`config.mk`:
```
export PLATFORM = sky130hd
export DESIGN_NAME = wb_stream_loader
export DESIGN_NICKNAME = d
export VERILOG_FILES = /design/src/rtl/wb_stream_loader.sv
export SDC_FILE = /design/constraint.sdc
export NUM_CORES = 1
export LEC_CHECK = 0
export CORE_UTILIZATION = 40
export CTS_CLUSTER_DIAMETER = 30
export DETAILED_ROUTE_END_ITERATION = 6
export PLACE_DENSITY = 0.62
export RECOVER_POWER = 100
export SKIP_CTS_REPAIR_TIMING = 1
export SLEW_MARGIN = 15
export SYNTH_ARGS = -nofsm -noshare
export SYNTH_HDL_FRONTEND = slang
export SYNTH_SLANG_ARGS = --single-unit
```
`constraint.sdc`:
```
create_clock -name clk_i -period 6.2 [get_ports clk_i]
set_input_delay 1.24 -clock clk_i [delete_from_list [all_inputs] [get_ports clk_i]]
set_output_delay 1.24 -clock clk_i [all_outputs]
set_load 0.02 [all_outputs]
```
`src/rtl/wb_stream_loader.sv`:
```
// Wishbone master that unpacks a byte stream (6-byte header + big-endian words)
// into single-beat write cycles, reporting completion or ack timeout.
module wb_stream_loader #(
  parameter int unsigned timeout_cycles = 255
) (
  input  logic        clk_i,
  input  logic        rst_i,
  input  logic [7:0]  byte_i,
  input  logic        byte_valid_i,
  output logic        byte_ready_o,
  output logic        wb_cyc_o,
  output logic        wb_stb_o,
  output logic        wb_we_o,
  output logic [31:0] wb_adr_o,
  output logic [31:0] wb_dat_o,
  output logic [3:0]  wb_sel_o,
  input  logic        wb_ack_i,
  output logic        busy_o,
  output logic        done_o,
  output logic        err_o
);

  typedef enum logic [1:0] {
    HDR,
    DATA,
    WRITE
  } state_t;

  localparam logic [15:0] TimeoutLast = 16'(timeout_cycles - 1);

  state_t      state_q, state_d;
  logic [2:0]  byte_cnt_q;
  logic [23:0] shift_q;
  logic [31:0] addr_q;
  logic [15:0] count_q;
  logic [15:0] timer_q;
  logic        ready_q;
  logic        cyc_q;
  logic        done_q;
  logic        err_q;
  logic [31:0] adr_q;
  logic [31:0] dat_q;

  logic        accept;
  logic        hdr_last;
  logic        data_last;
  logic        ack_hit;
  logic        time_out;
  logic        last_word;
  logic [15:0] hdr_count;

  always_comb begin
    accept    = byte_valid_i && ready_q;
    hdr_last  = (state_q == HDR) && accept && (byte_cnt_q == 3'd5);
    data_last = (state_q == DATA) && accept && (byte_cnt_q == 3'd3);
    hdr_count = {shift_q[7:0], byte_i};
    ack_hit   = (state_q == WRITE) && wb_ack_i;
    // An ack arriving on the timeout edge wins; only a missing ack aborts.
    time_out  = (state_q == WRITE) && !wb_ack_i && (timer_q == TimeoutLast);
    last_word = (count_q == 16'd1);

    state_d = state_q;
    case (state_q)
      HDR: begin
        if (hdr_last) state_d = (hdr_count == 16'd0) ? HDR : DATA;
      end
      DATA: begin
        if (data_last) state_d = WRITE;
      end
      WRITE: begin
        if (ack_hit)       state_d = last_word ? HDR : DATA;
        else if (time_out) state_d = HDR;
      end
      default: state_d = HDR;
    endcase
  end

  // Ready is registered from the next state so it drops on the edge the
  // cycle starts and returns on the ack edge, never overlapping strobe.
  always_ff @(posedge clk_i or posedge rst_i) begin
    if (rst_i) begin
      state_q    <= HDR;
      byte_cnt_q <= 3'd0;
      shift_q    <= 24'd0;
      addr_q     <= 32'd0;
      count_q    <= 16'd0;
      timer_q    <= 16'd0;
      ready_q    <= 1'b0;
      cyc_q      <= 1'b0;
      done_q     <= 1'b0;
      err_q      <= 1'b0;
      adr_q      <= 32'd0;
      dat_q      <= 32'd0;
    end else begin
      state_q <= state_d;
      ready_q <= (state_d != WRITE);
      done_q  <= (hdr_last && (hdr_count == 16'd0)) || (ack_hit && last_word);
      err_q   <= time_out;

      if (accept) begin
        shift_q    <= {shift_q[15:0], byte_i};
        byte_cnt_q <= (hdr_last || data_last) ? 3'd0 : byte_cnt_q + 3'd1;
      end

      if ((state_q == HDR) && accept && (byte_cnt_q == 3'd3))
        addr_q <= {shift_q, byte_i[7:2], 2'b00};

      if (hdr_last)
        count_q <= hdr_count;

      if (data_last) begin
        cyc_q   <= 1'b1;
        adr_q   <= addr_q;
        dat_q   <= {shift_q, byte_i};
        timer_q <= 16'd0;
      end

      if (state_q == WRITE) begin
        if (ack_hit) begin
          cyc_q   <= 1'b0;
          addr_q  <= addr_q + 32'd4;
          count_q <= count_q - 16'd1;
        end else if (time_out) begin
          cyc_q <= 1'b0;
        end else begin
          timer_q <= timer_q + 16'd1;
        end
      end
    end
  end

  assign byte_ready_o = ready_q;
  assign wb_cyc_o     = cyc_q;
  assign wb_stb_o     = cyc_q;
  assign wb_we_o      = cyc_q;
  assign wb_sel_o     = {4{cyc_q}};
  assign wb_adr_o     = adr_q;
  assign wb_dat_o     = dat_q;
  assign busy_o       = (state_q != HDR) || (byte_cnt_q != 3'd0);
  assign done_o       = done_q;
  assign err_o        = err_q;

endmodule

```
==> impl_metrics.env, run 1 <==
export IMPL_status="finished, violations left"
export IMPL_violations="capacitance limit, slew limit"
export IMPL_required_ps=6570
export IMPL_fin_area_mm2=0.00903
export IMPL_cts_sinks=161
export IMPL_diodes=0
export IMPL_slew_headroom_pct=-94.1
export IMPL_synth_top_cell_area_share_pct=54.4
export IMPL_die_w_um=138
export IMPL_regToRegSetupSlack_ps=2670
export IMPL_ir_drop_mv=0.255
export IMPL_drv_cap=3
export IMPL_io_buffers=86
export IMPL_ys_seq_area_share_pct=54.4
export IMPL_start_util_pct=41.1
export IMPL_yosysTopAreaCell="dfrtp_1"
export IMPL_cts_tree="built"
export IMPL_syn_nets=862
export IMPL_synth_most_common_cell="nand2_1"
export IMPL_vias=6241
export IMPL_cts_buffers_inserted=17
export IMPL_max_freq_mhz=224
export IMPL_end_kind="flip-flop"
export IMPL_hold_worst_slack_ps=465
export IMPL_worst_path_max_fanout=38
export IMPL_leakagePower_nw=4.29
export IMPL_avgRoutedWirePerCell_um=16.3
export IMPL_setup_violations=0
export IMPL_ys_types=58
export IMPL_post_place_ws_ps=2470
export IMPL_io_pins=87
export IMPL_grt_start_max_net_pins=67
export IMPL_syn_area_mm2=0.00740
export IMPL_drv_slew=148
export IMPL_die_height_um=138
export IMPL_critPathKind="in2reg"
export IMPL_fp_row_count=49
export IMPL_cts_root_buf="clkbuf_16"
export IMPL_placed_cell_area_mm2=0.00841
export IMPL_synth_edff_count=0
export IMPL_remaining_drc_errors=0
export IMPL_synth_area_leaders="dfrtp_1 (54%), nand2_1 (16%), nor2_1 (2.5%), nand3_1 (2.4%), o21ai_0 (2.1%)"
export IMPL_fin_ws_ps=1740
export IMPL_grt_pass1_vias=5915
export IMPL_worstMarginPinSlew_ps=2900
export IMPL_antenna_found_initial=0
export IMPL_cts_htree_levels=4
export IMPL_fin_worst_skew_ps=9.99
export IMPL_final_nets=929
export IMPL_dr_pass1_iters=5
export IMPL_grt_pass1_wl_mm=31.3
export IMPL_synth_area_per_cell_um2=8.80
export IMPL_powerDensity_mw_per_mm2=466
export IMPL_post_dp_hpwl_mm=12.6
export IMPL_routabilityCongestion=0.829
export IMPL_setup_tns_ps=0
export IMPL_viasPerCell=5.43
export IMPL_grt_overflow=0
export IMPL_clock_latency_ps=430
export IMPL_netlist_instances=841
export IMPL_die_area_mm2=0.0191
export IMPL_ys_seq_elements=161
export IMPL_drive_gt1_share_pct=5.65
export IMPL_synth_flop_cell="dfrtp_1"
export IMPL_final_min_clock_period_ps=4460
export IMPL_rsz0062_at_grt="no"
export IMPL_coreArea_mm2=0.0180
export IMPL_clkSlewWorstSetupHoldPaths_ps=70
export IMPL_synthTopCellsByCount="nand2_1 (306), dfrtp_1 (161), nor2_1 (49), nand3_1 (36), o21ai_0 (31)"
export IMPL_ant_nets=0
export IMPL_cts_buffer_depth=2
export IMPL_cp_data_arrival_time_ps=4830
export IMPL_final_util_pct=50.1
export IMPL_hold_viol_final=0
export IMPL_fin_crit_sh_pct=71.9
export IMPL_area_growth_pct=22.0
export IMPL_hold_class="reg2reg"
export IMPL_async_flop_share_pct=100
export IMPL_first_iter_violations=375
export IMPL_ys_warn_count=0
export IMPL_cp_start_kind="primary input"
export IMPL_routed_wl_mm=18.8
export IMPL_track_usage_pct=20.5
-- per-stage QoR --
stage,std cells,total power [mW]
2_1_floorplan,841,2.57
3_3_place_gp,1118,3.16
3_5_place_dp,1118,3.18
4_1_cts,1150,4.34
5_1_grt,1150,4.47
6_report,1150,4.21
-- flip-flops by register name, indices dropped and copies added (netlist names) --
| signal | count |
|---|---|
| shift_q | 24 |
| wb_cyc_o | 1 |
| count_q | 16 |
| byte_cnt_q | 3 |
| addr_q | 32 |
| state_q | 2 |
| wb_adr_o | 32 |
| wb_dat_o | 32 |
| byte_ready_o | 1 |
| timer_q | 16 |
| err_o | 1 |
| done_o | 1 |
-- worst max-delay path, cell delays in order --
cell	delay [ps]
dlygate4sd3_1	540
and2_1	130
clkbuf_1	1070
and4_1	1090
buf_4	520
o32a_1	220
-- where the power goes --
group / internal (mW) / leakage [nW] / switching [mW]
Combinational: 0.538 / 1.95 / 0.726
Sequential: 1.43 / 2.04 / 0.375
Clock: 0.691 / 0.305 / 0.451
-- metal layers --
metal	vias up	global-route usage, %	wire length, um
met2	163	33.2	9170
met3	22	3.98	800
met5	-	0	0
met4	0	6.82	310
met1	3035	27.6	8490
li1	3021	-	-
-- layout make-up --
| class | instances | area [um2] |
|---|---|---|
| fill | 1782 | 8990 |
| sequential | 161 | 4030 |
| multi-input combinational | 618 | 3100 |
| timing repair buffer | 95 | 917 |
| clock buffer | 18 | 439 |
| tap | 229 | 287 |
| clock inverter | 14 | 206 |
| inverter | 15 | 57.6 |
-- cell usage in the layout (no fill, tap or decap), types with 6 or more instances in the layout --
master	n
a211oi_1	12
a21oi_1	29
a311oi_1	12
and3_1	12
buf_4	6
clkbuf_16	17
clkdlybuf4s50_1	8
dfrtp_1	161
dlygate4sd3_1	78
ha_1	9
inv_1	14
nand2_1	306
nand3_1	36
nand4_1	15
nor2_1	49
nor3_1	19
o21ai_0	31
o22ai_1	13
-- path summary, 6_finish.rpt --
check,cells past startpoint,from,to
worst max register to register,5,byte_ready_o$_DFF_PP0_,wb_cyc_o$_DFF_PP0_
min in group asynchronous,2,rst_i,wb_adr_o[13]$_DFFE_PP0P_
max in group asynchronous,3,rst_i,count_q[6]$_DFF_PP0_
worst max-delay path,6,byte_valid_i,wb_cyc_o$_DFF_PP0_
worst min register to register,2,wb_dat_o[28]$_DFFE_PP0P_,wb_dat_o[28]$_DFFE_PP0P_
worst min-delay path,2,wb_dat_o[28]$_DFFE_PP0P_,wb_dat_o[28]$_DFFE_PP0P_
-- cell families (layout without fill, tap and decap cells) --
family | count (synthesis) | after routing | synth area share, %
and+or+nand+nor | 473 | 473 | 28.0
buffers and inverters | 62 | 142 | 3.72
adders and majority gates | 9 | 9 | 1.52
DFF | 161 | 161 | 54.4
AOI/OAI and AO/OA | 129 | 129 | 11.4
xor gates and xnor gates | 2 | 2 | 0.237
muxes | 5 | 5 | 0.710
Note: power is estimated with default switching activity, not from simulation.
==> run 2: changes to the inputs <==
==> constraint.sdc (replaced) <==
create_clock -name clk_i -period 4.3 [get_ports clk_i]
set_input_delay 0.86 -clock clk_i [delete_from_list [all_inputs] [get_ports clk_i]]
set_output_delay 0.86 -clock clk_i [all_outputs]
set_load 0.02 [all_outputs]
==> run 2 against run 1 <==
Against the previous run:
- the flow still finishes with violations (capacitance limit, slew limit)
- critical path depth is the same
- sequential share of layout area grew 0.15 points
- combinational power grew 44%
- critical endpoint is now timer_q[3]$_DFF_PP0_
- wire length is essentially flat
- total power grew 42%
- cell count is the same
==> impl_metrics.env, run 2 (same netlist as run 1, synthesis figures left out) <==
export IMPL_status="finished, violations left"
export IMPL_violations="capacitance limit, slew limit"
export IMPL_ant_nets=0
export IMPL_die_height_um=138
export IMPL_routed_wl_mm=18.8
export IMPL_max_freq_mhz=304
export IMPL_cts_htree_levels=4
export IMPL_first_iter_violations=435
export IMPL_diodes=0
export IMPL_worst_path_max_fanout=29
export IMPL_fin_crit_sh_pct=76.6
export IMPL_post_dp_hpwl_mm=12.3
export IMPL_cp_start_kind="primary input"
export IMPL_die_area_mm2=0.0191
export IMPL_fp_row_count=49
export IMPL_hold_class="reg2reg"
export IMPL_fin_worst_skew_ps=6.18
export IMPL_io_pins=87
export IMPL_ir_drop_mv=0.405
export IMPL_final_nets=929
export IMPL_drv_cap=1
export IMPL_crit_end="timer_q[3]$_DFF_PP0_"
export IMPL_required_ps=4600
export IMPL_worstMarginPinSlew_ps=2190
export IMPL_area_growth_pct=21.6
export IMPL_slew_headroom_pct=-45.7
export IMPL_mostFrequentLayoutCells="nand2_1 (306), dfrtp_1 (161), dlygate4sd3_1 (78)"
export IMPL_final_common_cell="nand2_1"
export IMPL_antenna_found_initial=0
export IMPL_hold_viol_final=0
export IMPL_stdcell_count=1150
export IMPL_drv_slew=162
export IMPL_cts_root_buf="clkbuf_16"
export IMPL_routabilityCongestion=0.836
export IMPL_rsz0062_at_grt="no"
export IMPL_viasPerCell=5.42
export IMPL_regToRegSetupSlack_ps=1580
export IMPL_placedCellCount=1118
export IMPL_r2r_cells=5
export IMPL_grt_pass1_vias=5970
export IMPL_worst_r2r_endpoint="timer_q[3]$_DFF_PP0_"
export IMPL_cts_buffers_inserted=17
export IMPL_clkSlewWorstSetupHoldPaths_ps=60
export IMPL_powerDensity_mw_per_mm2=662
export IMPL_drive_gt1_share_pct=5.54
export IMPL_cts_buffer_depth=2
export IMPL_cp_data_arrival_time_ps=3600
export IMPL_coreArea_mm2=0.0180
export IMPL_final_min_clock_period_ps=3290
export IMPL_r2r_start="byte_ready_o$_DFF_PP0_"
export IMPL_remaining_drc_errors=0
export IMPL_crit_start="byte_valid_i"
export IMPL_setup_tns_ps=0
export IMPL_avgRoutedWirePerCell_um=16.3
export IMPL_start_util_pct=41.1
export IMPL_cts_tree="built"
export IMPL_vias=6230
export IMPL_leakagePower_nw=4.28
export IMPL_cts_sinks=161
export IMPL_track_usage_pct=20.4
export IMPL_die_w_um=138
export IMPL_hold_depth=2
export IMPL_grt_pass1_wl_mm=31.2
export IMPL_grt_overflow=0
export IMPL_dr_pass1_iters=7
export IMPL_grt_start_max_net_pins=162
export IMPL_setup_violations=0
export IMPL_critPathKind="in2reg"
export IMPL_end_kind="flip-flop"
export IMPL_clock_latency_ps=430
export IMPL_io_buffers=86
==> run 2: cell type report <==
type | count | area, um2
clock inverters | 11 | 128
inverters | 15 | 60.1
flip-flops and latches | 161 | 4030
well taps | 229 | 287
clock buffers | 21 | 470
fillers | 1769 | 9020
repair buffers | 95 | 933
multi-input cells | 618 | 3100
==> run 2: how the worst min path moves through the flow <==
| stage | start | slack (ps) | end |
|---|---|---|---|
| 2_1_floorplan | addr_q[0]$_DFFE_PP0P_ | 430 | wb_adr_o[0]$_DFFE_PP0P_ |
| 3_3_place_gp | wb_adr_o[23]$_DFFE_PP0P_ | 460 | wb_adr_o[23]$_DFFE_PP0P_ |
| 3_5_place_dp | wb_adr_o[23]$_DFFE_PP0P_ | 460 | wb_adr_o[23]$_DFFE_PP0P_ |
| 4_1_cts | wb_adr_o[23]$_DFFE_PP0P_ | 480 | wb_adr_o[23]$_DFFE_PP0P_ |
| 5_1_grt | wb_adr_o[23]$_DFFE_PP0P_ | 500 | wb_adr_o[23]$_DFFE_PP0P_ |
| 6_report | wb_adr_o[26]$_DFFE_PP0P_ | 460 | wb_adr_o[26]$_DFFE_PP0P_ |
==> run 2: power breakdown <==
part / switching (mW) / internal (mW) / leakage [nW]
clock network: 0.630 / 0.906 / 0.286
logic: 1.05 / 0.777 / 1.95
registers: 0.540 / 2.06 / 2.04
==> run 2: routing by layer <==
metal | routed length, um | vias to the layer above | GRT usage, %
met3 | 777 | 23 | 3.81
met2 | 9200 | 152 | 33.5
met5 | 0 | - | 0
li1 | - | 3017 | -
met4 | 272 | 0 | 6.59
met1 | 8540 | 3038 | 27.4
==> run 2: worst max-delay path, stage by stage <==
cell	delay [ps]
dlygate4sd3_1	540
and2_0	590
and4_1	1020
nor2_1	250
o21ai_0	240
o31ai_1	90
==> run 2: through the flow <==
step	instance area [um2]	hold slack, ps	setup slack, ps	util, %	total power, mW
after floorplan	7410	430	1400	-	3.70
after global placement	8430	459	1150	46.8	4.56
after detailed placement	8430	462	1060	46.8	4.59
after CTS	9030	478	1470	50.1	6.14
after global routing	9000	496	745	50.0	6.34
final	9000	464	1010	50.0	5.96
